[src/rtl/fft_peak_tracker_if.sv]
// Frame-in / result-out bundle between the FFT magnitude stage, the peak tracker and the display logic.
interface fft_peak_tracker_if;
    logic        clear;
    logic [71:0] mag_in;
    logic        mag_valid;
    logic        busy;
    logic [2:0]  peak_bin;
    logic [8:0]  peak_mag;
    logic        out_valid;
    logic        overrun;

    modport master (
        output clear, mag_in, mag_valid,
        input  busy, peak_bin, peak_mag, out_valid, overrun
    );

    modport slave (
        input  clear, mag_in, mag_valid,
        output busy, peak_bin, peak_mag, out_valid, overrun
    );
endinterface

[src/rtl/fft_peak_tracker.sv]
// Exponentially averaged spectrum over bins 0..4 with a one-bin-per-clock scan that
// reports the dominant bin and its averaged magnitude once per accepted frame.
module fft_peak_tracker #(
    parameter int AVG_SHIFT = 2,
    parameter bit SKIP_DC   = 1'b1
) (
    input  logic             clk,
    input  logic             rst,
    fft_peak_tracker_if.slave bus
);

    typedef enum logic [1:0] {IDLE, SCAN, DONE} state_t;

    localparam logic [2:0] FIRST_IDX = SKIP_DC ? 3'd1 : 3'd0;
    localparam logic [2:0] LAST_IDX  = 3'd4;

    state_t            state_q, state_d;
    logic [2:0]        idx_q, idx_d;
    logic [8:0]        shadow_q [5];
    logic [8:0]        avg_q [5];
    logic [8:0]        avg_d [5];
    logic [2:0]        best_bin_q, best_bin_d;
    logic [8:0]        best_mag_q, best_mag_d;
    logic [2:0]        peak_bin_q, peak_bin_d;
    logic [8:0]        peak_mag_q, peak_mag_d;
    logic              out_valid_q, out_valid_d;
    logic              overrun_q, overrun_d;
    logic              shadow_load;

    logic [8:0]        cur_mag, cur_avg, new_avg;
    logic signed [9:0] diff, step;

    // Mirrored bins 5..7 and the step sign bit are intentionally not consumed.
    logic unused_bits;
    assign unused_bits = ^{bus.mag_in[71:45], step[9]};

    // The averaged result always stays inside 0..511, so modulo-512 addition of the
    // low step bits gives the exact new average without saturation.
    always_comb begin
        cur_mag = shadow_q[idx_q];
        cur_avg = avg_q[idx_q];
        diff    = $signed({1'b0, cur_mag}) - $signed({1'b0, cur_avg});
        step    = diff >>> AVG_SHIFT;
        new_avg = cur_avg + step[8:0];
    end

    // NOTE: every variable gets a default at the top of the block, so no path
    // leaves one unassigned and no latch is inferred.
    always_comb begin
        state_d     = state_q;
        idx_d       = idx_q;
        avg_d       = avg_q;
        best_bin_d  = best_bin_q;
        best_mag_d  = best_mag_q;
        peak_bin_d  = peak_bin_q;
        peak_mag_d  = peak_mag_q;
        out_valid_d = 1'b0;
        overrun_d   = overrun_q;
        shadow_load = 1'b0;

        case (state_q)
            IDLE: begin
                if (bus.mag_valid) begin
                    shadow_load = 1'b1;
                    idx_d       = FIRST_IDX;
                    state_d     = SCAN;
                end
            end
            SCAN: begin
                avg_d[idx_q] = new_avg;
                if (idx_q == FIRST_IDX || new_avg > best_mag_q) begin
                    best_bin_d = idx_q;
                    best_mag_d = new_avg;
                end
                // Last bin: publish the result including this bin's update.
                if (idx_q == LAST_IDX) begin
                    state_d     = DONE;
                    peak_bin_d  = best_bin_d;
                    peak_mag_d  = best_mag_d;
                    out_valid_d = 1'b1;
                end else begin
                    idx_d = idx_q + 3'd1;
                end
                if (bus.mag_valid) overrun_d = 1'b1;
            end
            DONE: begin
                state_d = IDLE;
                if (bus.mag_valid) overrun_d = 1'b1;
            end
            default: state_d = IDLE;
        endcase

        if (bus.clear) begin
            state_d     = IDLE;
            avg_d       = '{default: '0};
            overrun_d   = 1'b0;
            out_valid_d = 1'b0;
            shadow_load = 1'b0;
            peak_bin_d  = peak_bin_q;
            peak_mag_d  = peak_mag_q;
        end
    end

    // NOTE: state flops use non-blocking assignments so every flop samples the
    // pre-edge values; blocking is reserved for the combinational blocks above.
    always_ff @(posedge clk or posedge rst) begin
        if (rst) begin
            state_q     <= IDLE;
            idx_q       <= 3'd0;
            avg_q       <= '{default: '0};
            best_bin_q  <= 3'd0;
            best_mag_q  <= 9'd0;
            peak_bin_q  <= 3'd0;
            peak_mag_q  <= 9'd0;
            out_valid_q <= 1'b0;
            overrun_q   <= 1'b0;
        end else begin
            state_q     <= state_d;
            idx_q       <= idx_d;
            avg_q       <= avg_d;
            best_bin_q  <= best_bin_d;
            best_mag_q  <= best_mag_d;
            peak_bin_q  <= peak_bin_d;
            peak_mag_q  <= peak_mag_d;
            out_valid_q <= out_valid_d;
            overrun_q   <= overrun_d;
        end
    end

    // NOTE: the shadow frame has no reset; it is always loaded before SCAN reads it.
    always_ff @(posedge clk) begin
        if (shadow_load) begin
            for (int k = 0; k < 5; k++) begin
                shadow_q[k] <= bus.mag_in[9*k +: 9];
            end
        end
    end

    assign bus.busy      = (state_q != IDLE);
    assign bus.peak_bin  = peak_bin_q;
    assign bus.peak_mag  = peak_mag_q;
    assign bus.out_valid = out_valid_q;
    assign bus.overrun   = overrun_q;

endmodule

[src/flat_wrapper.sv]
// flat-port wrapper written by rule: the top's interface ports become plain ports
module fft_peak_tracker_flat 
#(
    parameter int AVG_SHIFT = 2,
    parameter bit SKIP_DC   = 1'b1
)
  (clk, rst, bus_clear, bus_mag_in, bus_mag_valid, bus_busy, bus_peak_bin, bus_peak_mag, bus_out_valid, bus_overrun);
  fft_peak_tracker_if bus_i ();
  input  logic clk;
  input  logic rst;
  input wire logic [$bits(bus_i.clear)-1:0] bus_clear;
  input wire logic [$bits(bus_i.mag_in)-1:0] bus_mag_in;
  input wire logic [$bits(bus_i.mag_valid)-1:0] bus_mag_valid;
  output wire logic [$bits(bus_i.busy)-1:0] bus_busy;
  output wire logic [$bits(bus_i.peak_bin)-1:0] bus_peak_bin;
  output wire logic [$bits(bus_i.peak_mag)-1:0] bus_peak_mag;
  output wire logic [$bits(bus_i.out_valid)-1:0] bus_out_valid;
  output wire logic [$bits(bus_i.overrun)-1:0] bus_overrun;
  assign bus_i.clear = bus_clear;
  assign bus_i.mag_in = bus_mag_in;
  assign bus_i.mag_valid = bus_mag_valid;
  assign bus_busy = bus_i.busy;
  assign bus_peak_bin = bus_i.peak_bin;
  assign bus_peak_mag = bus_i.peak_mag;
  assign bus_out_valid = bus_i.out_valid;
  assign bus_overrun = bus_i.overrun;
  fft_peak_tracker #(.AVG_SHIFT(AVG_SHIFT), .SKIP_DC(SKIP_DC)) u_core (.clk(clk), .rst(rst), .bus(bus_i));
endmodule
[config.mk]
export PLATFORM = sky130hd
export DESIGN_NAME = fft_peak_tracker_flat
export DESIGN_NICKNAME = d
export VERILOG_FILES = /design/src/rtl/fft_peak_tracker_if.sv /design/src/rtl/fft_peak_tracker.sv /design/src/flat_wrapper.sv
export SDC_FILE = /design/constraint.sdc
export NUM_CORES = 1
export LEC_CHECK = 0
export CORE_MARGIN = 1.5
export CORE_UTILIZATION = 41
export CTS_BUF_LIST = sky130_fd_sc_hd__clkbuf_8
export CTS_CLUSTER_DIAMETER = 100
export DETAILED_ROUTE_END_ITERATION = 7
export RECOVER_POWER = 50
export SLEW_MARGIN = 30
export SYNTH_ARGS = -nofsm -noshare
export SYNTH_HDL_FRONTEND = slang
export SYNTH_SLANG_ARGS = --single-unit
[constraint.sdc]
create_clock -name clk -period 7.7 [get_ports clk]
set_clock_uncertainty 0.2 [all_clocks]
set_input_delay 2.31 -clock clk [delete_from_list [all_inputs] [get_ports clk]]
set_output_delay 2.31 -clock clk [all_outputs]
set_load 0.05 [all_outputs]
======== Yosys cells after proc, flatten, opt, wreduce, memory -nomap -nowiden ========
Memories as Yosys holds them, arrays and structs flattened.
Index checks and enable logic that the tools add are counted.
word-level totals
  register bits ........................... 76
  memories kept ........................... 1
  input port bits ......................... 76
  output and inout port bits .............. 15
  bits in writable memories ............... 45
operators by class
  magnitude comparators ................... 3
  add/subtract/negate cells ............... 3
  mux-type cells .......................... 28
  equality and inequality tests ........... 8
  reduce and logical (&&, ||, !) cells .... 13
  bitwise gates (word level) .............. 2
memories
  name             depth  bits a word  read ports  clocked after Yosys merged registers in  write ports  RTL line                text
  u_core.shadow_q  5      9            1           0                                        5            fft_peak_tracker.sv:19  logic [8:0] shadow_q [5];
operator list
  operator               count
  $mux W45               2
  $bwmux W45             1
  $mux W9                4
  $bmux W9 S3            1
  $demux W9 S3           1
  $mux W1                11
  $reduce_bool A2 Y1     5
  $sub A9 B9 Y10         1
  $add A9 B9 Y9          1
  $gt A9 B9 Y1           1
  $mux W3                3
  $mux W2                3
  $pmux W3 S2            1
  $reduce_and A3 Y1      2
  $ge A4 B4 Y1 const B   1
  $lt A4 B1 Y1 const B   1
  $ne A2 B2 Y1 const B   2
  $not A3 Y4             1
  $pmux W2 S2            1
  $reduce_and A2 Y1      2
  $add A3 B1 Y3 const B  1
  $eq A3 B1 Y1 const B   1
  $eq A3 B3 Y1 const B   1
  $ne A3 B2 Y1 const B   1
  8 further kinds        8

======== Depth between registers and ports, before layout ========
Gate-level depths: netlist of the first run.
  depth after elaboration ................. 9
  gate-level depth with buffers ........... 29
  depth with buffers taken out ............ 26

======== Worst setup path before layout of the first run ========
No wires, ideal clock.
  kind .................................... register to register
  start point ............................. reg u_core.idx_q[1]
  end point ............................... reg u_core.best_bin_q[0]
  stages on the path, launching flop included .. 28
  path slack .............................. 1.525 ns
  required time ........................... 7.375 ns
  data arrival time ....................... 5.850 ns
  path through ............................ dfrtp_1 > buf_4 > clkbuf_1 > clkbuf_1 > mux4_2 > nand2_1 > nand2_1 > ha_1 > a21o_1 > a21oi_1 > a21bo_2 > a21oi_1 > xnor2_1 > ha_1 > or3_1 > o21bai_1 > a21oi_2 > xnor2_1 > nor4_2 > or2_1 > ha_1 > nand4_1 > a21o_1 > a21oi_1 > a21oi_1 > nand2b_1 > buf_2 > mux2_2
on the way
  longest elaborated chain between the ends .. 9
  elaborated cells between the ends (all ways) .. 11
RTL lines
  element                                      RTL line                 text
  from (decl)                                  fft_peak_tracker.sv:18   logic [2:0] idx_q, idx_d;
  from (signal assigned)                       fft_peak_tracker.sv:119  idx_q <= idx_d;
  $not A3 Y4 (not written as such)             fft_peak_tracker.sv:41   cur_avg = avg_q[idx_q];
  $bmux W9 S3                                  fft_peak_tracker.sv:41
  $mux W9 (not written as such) (2 in series)  fft_peak_tracker.sv:41
  $sub A9 B9 Y10                               fft_peak_tracker.sv:42   diff = $signed({1'b0, cur_mag}) - $signed({1'b0, cur_avg});
  $add A9 B9 Y9                                fft_peak_tracker.sv:44   new_avg = cur_avg + step[8:0];
  $gt A9 B9 Y1                                 fft_peak_tracker.sv:71   if (idx_q == FIRST_IDX || new_avg > best_mag_q) begin
  $logic_or A1 B1 Y1 (*)                       fft_peak_tracker.sv:71
  $mux W3 (*)                                  fft_peak_tracker.sv:71
  to (signal assigned)                         fft_peak_tracker.sv:121  best_bin_q <= best_bin_d;
  to (decl)                                    fft_peak_tracker.sv:22   logic [2:0] best_bin_q, best_bin_d;
Mark *: on every way between the ends. The rest lies on a longest branch, timed or not. The select of a mux whose other input is x is not followed.
A chain may end at the register's enable or synchronous reset.

======== Worst setup path after layout of the first run ========
  start point ............................. reg u_core.idx_q[1]
  end point ............................... reg u_core.best_mag_q[3]
on the way
  longest elaborated chain between the ends .. 9
  elaborated cells between the ends (all ways) .. 11
RTL lines
  element                                      RTL line                 text
  $not A3 Y4 (not written as such)             fft_peak_tracker.sv:41
  $bmux W9 S3                                  fft_peak_tracker.sv:41
  $mux W9 (not written as such) (2 in series)  fft_peak_tracker.sv:41
  $sub A9 B9 Y10                               fft_peak_tracker.sv:42
  $add A9 B9 Y9                                fft_peak_tracker.sv:44
  $gt A9 B9 Y1                                 fft_peak_tracker.sv:71
  $logic_or A1 B1 Y1                           fft_peak_tracker.sv:71
  $mux W9 (*)                                  fft_peak_tracker.sv:71
  to (signal assigned)                         fft_peak_tracker.sv:122  best_mag_q <= best_mag_d;
  to (decl)                                    fft_peak_tracker.sv:23   logic [8:0] best_mag_q, best_mag_d;
Marked as above.

==> results.yml, run 1 <==
final_layout:
  final_area_mm2: 0.00756
  num_antenna_cells: 0
  area_growth_pct: 20.1
  ff_latch_area_mm2: 0.00325
  nets: 782
  drive_gt1_share_pct: 10.9
  final_cell_mix: "nand2_1 (119), dfrtp_1 (76), a21oi_1 (65)"
  stdcell_count: 874
  mostFrequentLayoutCell: "nand2_1"
  multi_input_area_mm2: 0.00281
  nFillCells: 1404
timing:
  hold_ws_ns: 0.277
  drv_slew: 110
  hold_violations: 0
  rsz0062_at_grt: "no"
  period_minus_slack_ns: 7.11
  slew-limit-headroom_pct: -117
  min_period_over_period_pct: 92.3
  tightest_slew_ns: 3.26
  fmax_ghz: 0.141
  setup_viol: 0
  setup_tns_ns: 0
clock_network:
  cts_buffer_depth: 2
  clock_latency_ns: 0.43
  cts_max_level: 4
  post_cts_buffers: 0
  cts_tree: "yes"
  hold_buffers: 0
  cts-root-buf: "clkbuf_8"
  cts_buffers: 17
  clock-sinks: 121
  clk_pin_slew_ns: 0.07
logic_synthesis:
  mappedNetlistArea_mm2: 0.00629
  synth.avg_cell_area_um2: 10.5
  synth-main-ff-cell: "dfrtp_1"
  synthCells: 600
  synth.distinct_cells: 54
  synth_edf_count: 45
  ys.warnings.count: 0
  synth_seq_area_share_pct: 51.7
  synth_fp_nets: 708
  async_flop_share_pct: 62.8
  ys_ff_latch: 121
routing:
  drc: 0
  drtPass1Iterations: 5
  wirelength_um: 13800
  first_iter_violations: 275
  antenna_left: 0
  via_count: 4594
  vias_per_cell: 5.26
  wl_per_cell_um: 15.8
worst_setup_path:
  ff2ff_path_depth: 26
  rr_startpoint: "u_core.idx_q[1]"
  r2r_slack_ns: 0.59
  crit_start: "u_core.idx_q[1]"
  critPathKind: "reg -> reg"
  worstPathRequired_ns: 7.82
  worstReg2RegEnd: "u_core.best_mag_q[3]"
  cp.arrival_ns: 7.23
  crit_end: "u_core.best_mag_q[3]"
  cp-end-kind: "flip-flop"
  crit_fanout: 15
  cp-start-kind: "flip-flop"
power_and_ir_drop:
  swShare_pct: 46.2
  p_seq_share_pct: 22.4
  pwr-share-clk_pct: 13.0
  leakage_nw: 3.20
  powerDensity_mw_per_mm2: 503
  ir_worst_vdd_mv: 0.243
  p_int_mw: 2.05
  switchingPower_mw: 1.76
  power_frac_comb_pct: 64.7
die:
  num_rows: 45
  die_area_mm2: 0.0161
  io_pins: 91
  core_area_mm2: 0.0151
  die_w_um: 127
  die_h_um: 127
  start_util_pct: 41.7
grt:
  grt_pass1_wl_um: 22700
  antenna_found_initial: 0
  grt_max_degree: 59
  first_global_vias: 4579
  grt-ovfl-total: 0
  grt_use_total_pct: 18.3
placed_design:
  gp_congestion: 0.861
  placed_cell_area_mm2: 0.00722
  place_inst: 843
  dpl.hpwl_um: 9850
  numPortBuffers: 63
status:
  violations: "capacitance limit, slew limit"
  status: "finished with violations"
hold_path:
  hold_class: "reg -> reg"
flow_run:
  maxCapViolCount: 2
-- metal layers --
metal / vias up / global-route usage [%] / share of wire [%]
met5: - / 0 / 0
met2: 126 / 29.5 / 48
met3: 22 / 3.84 / 4.9
li1: 2246 / - / -
met1: 2200 / 23.6 / 45
met4: 0 / 8.56 / 2.6
-- area by class of cell --
class / count / share of cell area [%]
Clock buffer: 22 / 4.01
Clock inverter: 9 / 0.497
Inverter: 32 / 1.59
Multi-Input combinational cell: 418 / 37.2
Sequential cell: 121 / 43.0
Tap cell: 188 / 3.11
Timing Repair Buffer: 84 / 10.6
-- cells in the mapped netlist, types with 4 or more instances --
cell type	count	share of area, %
clkbuf_1	22	1.3
mux2_1	4	0.72
buf_2	4	0.32
a21oi_1	65	5.2
xor2_1	4	0.56
nor2_1	35	2.1
mux2i_1	21	3.3
inv_1	32	1.9
xnor2_1	10	1.4
mux4_2	7	2.5
edfxtp_1	45	21
a211oi_1	12	1.4
o21ai_0	24	1.9
o21a_1	9	1.1
nand3_1	7	0.56
a21o_1	9	1.1
nor3_1	5	0.40
nand2_1	119	7.1
mux2_2	12	2.1
dfrtp_1	76	30
ha_1	31	6.2
o21bai_1	6	0.72
nor2b_1	4	0.40
-- worst max-delay path: stages (launching register included) --
cell,delay (ns)
dfrtp_1,0.85
mux2_2,0.41
a21oi_1,0.21
o21a_1,0.18
ha_1,0.29
a21o_1,0.20
nor3_1,0.15
a21oi_1,0.12
a21oi_1,0.32
o21ai_0,0.17
xnor2_1,0.15
ha_1,0.21
or3_1,0.42
o21bai_1,0.19
a21oi_2,0.16
xnor2_1,0.17
nor4_2,0.08
buf_4,0.17
or2_1,0.23
ha_1,0.30
nand4_1,0.12
a21o_1,0.18
a21oi_1,0.31
a21oi_1,0.07
buf_4,0.23
nand2b_1,0.43
mux2_1,0.45
-- logic make-up after synthesis --
family / Yosys count / share of synthesized area [%]
buf+inv: 61 / 3.90
xor+xnor: 14 / 1.95
compound gates: 141 / 14.0
simple gates: 184 / 12.2
mux: 47 / 9.78
fa+ha+maj: 32 / 6.48
flops: 121 / 51.7
-- power by group through the flow --
stage,Sequential (mW),Clock [mW],Combinational [mW]
global route,0.865,0.536,2.71
CTS,0.852,0.507,2.47
floorplan,0.907,0,1.65
detailed placement,0.864,0,2.46
global placement,0.857,0,2.39
finish,0.851,0.493,2.46
-- registers in the layout, summed over array words and instances (netlist names), 2 cells and up --
signal / flops
u_core.idx_q: 3
u_core.best_mag_q: 9
u_core.shadow_q: 45
u_core.bus.peak_mag: 9
u_core.bus.peak_bin: 3
u_core.avg_q: 45
u_core.state_q: 2
u_core.best_bin_q: 3
-- per-stage QoR --
stage                     setup WS (ns)  util, %  total power [mW]
final                             0.590     50.1              3.80
after global routing              0.213     50.1              4.11
after CTS                         0.295     50.1              3.83
after detailed placement          0.314     47.8              3.32
after global placement            0.441     47.7              3.25
after floorplan                    1.53        -              2.55
-- worst min path at each step --
stage	from	to	slack, ns	cells past startpoint
after floorplan	u_core.best_bin_q[2]	u_core.best_bin_q[2]	0.26	2
after global placement	u_core.bus.peak_bin[2]	u_core.bus.peak_bin[2]	0.26	2
after detailed placement	u_core.bus.peak_mag[4]	u_core.bus.peak_mag[4]	0.27	2
after CTS	u_core.bus.peak_mag[4]	u_core.bus.peak_mag[4]	0.29	2
after global routing	u_core.bus.peak_mag[4]	u_core.bus.peak_mag[4]	0.31	2
final	u_core.bus.peak_mag[4]	u_core.bus.peak_mag[4]	0.28	2
-- what timing repair did --
action | in CTS | in global routing
hold endpoints to repair | 0 | 0
gates resized for setup | 0 | 1
endpoints found under the setup margin | 0 | 8
(Power assumes the default switching activity.)
==> inputs of run 2 (changes only) <==
CAP_MARGIN = 20   (was not set)
CTS_CLUSTER_SIZE = 24   (was not set)
==> results of run 2 <==
Same layout as run 1: the final DEF is identical, and so are final timing and power.
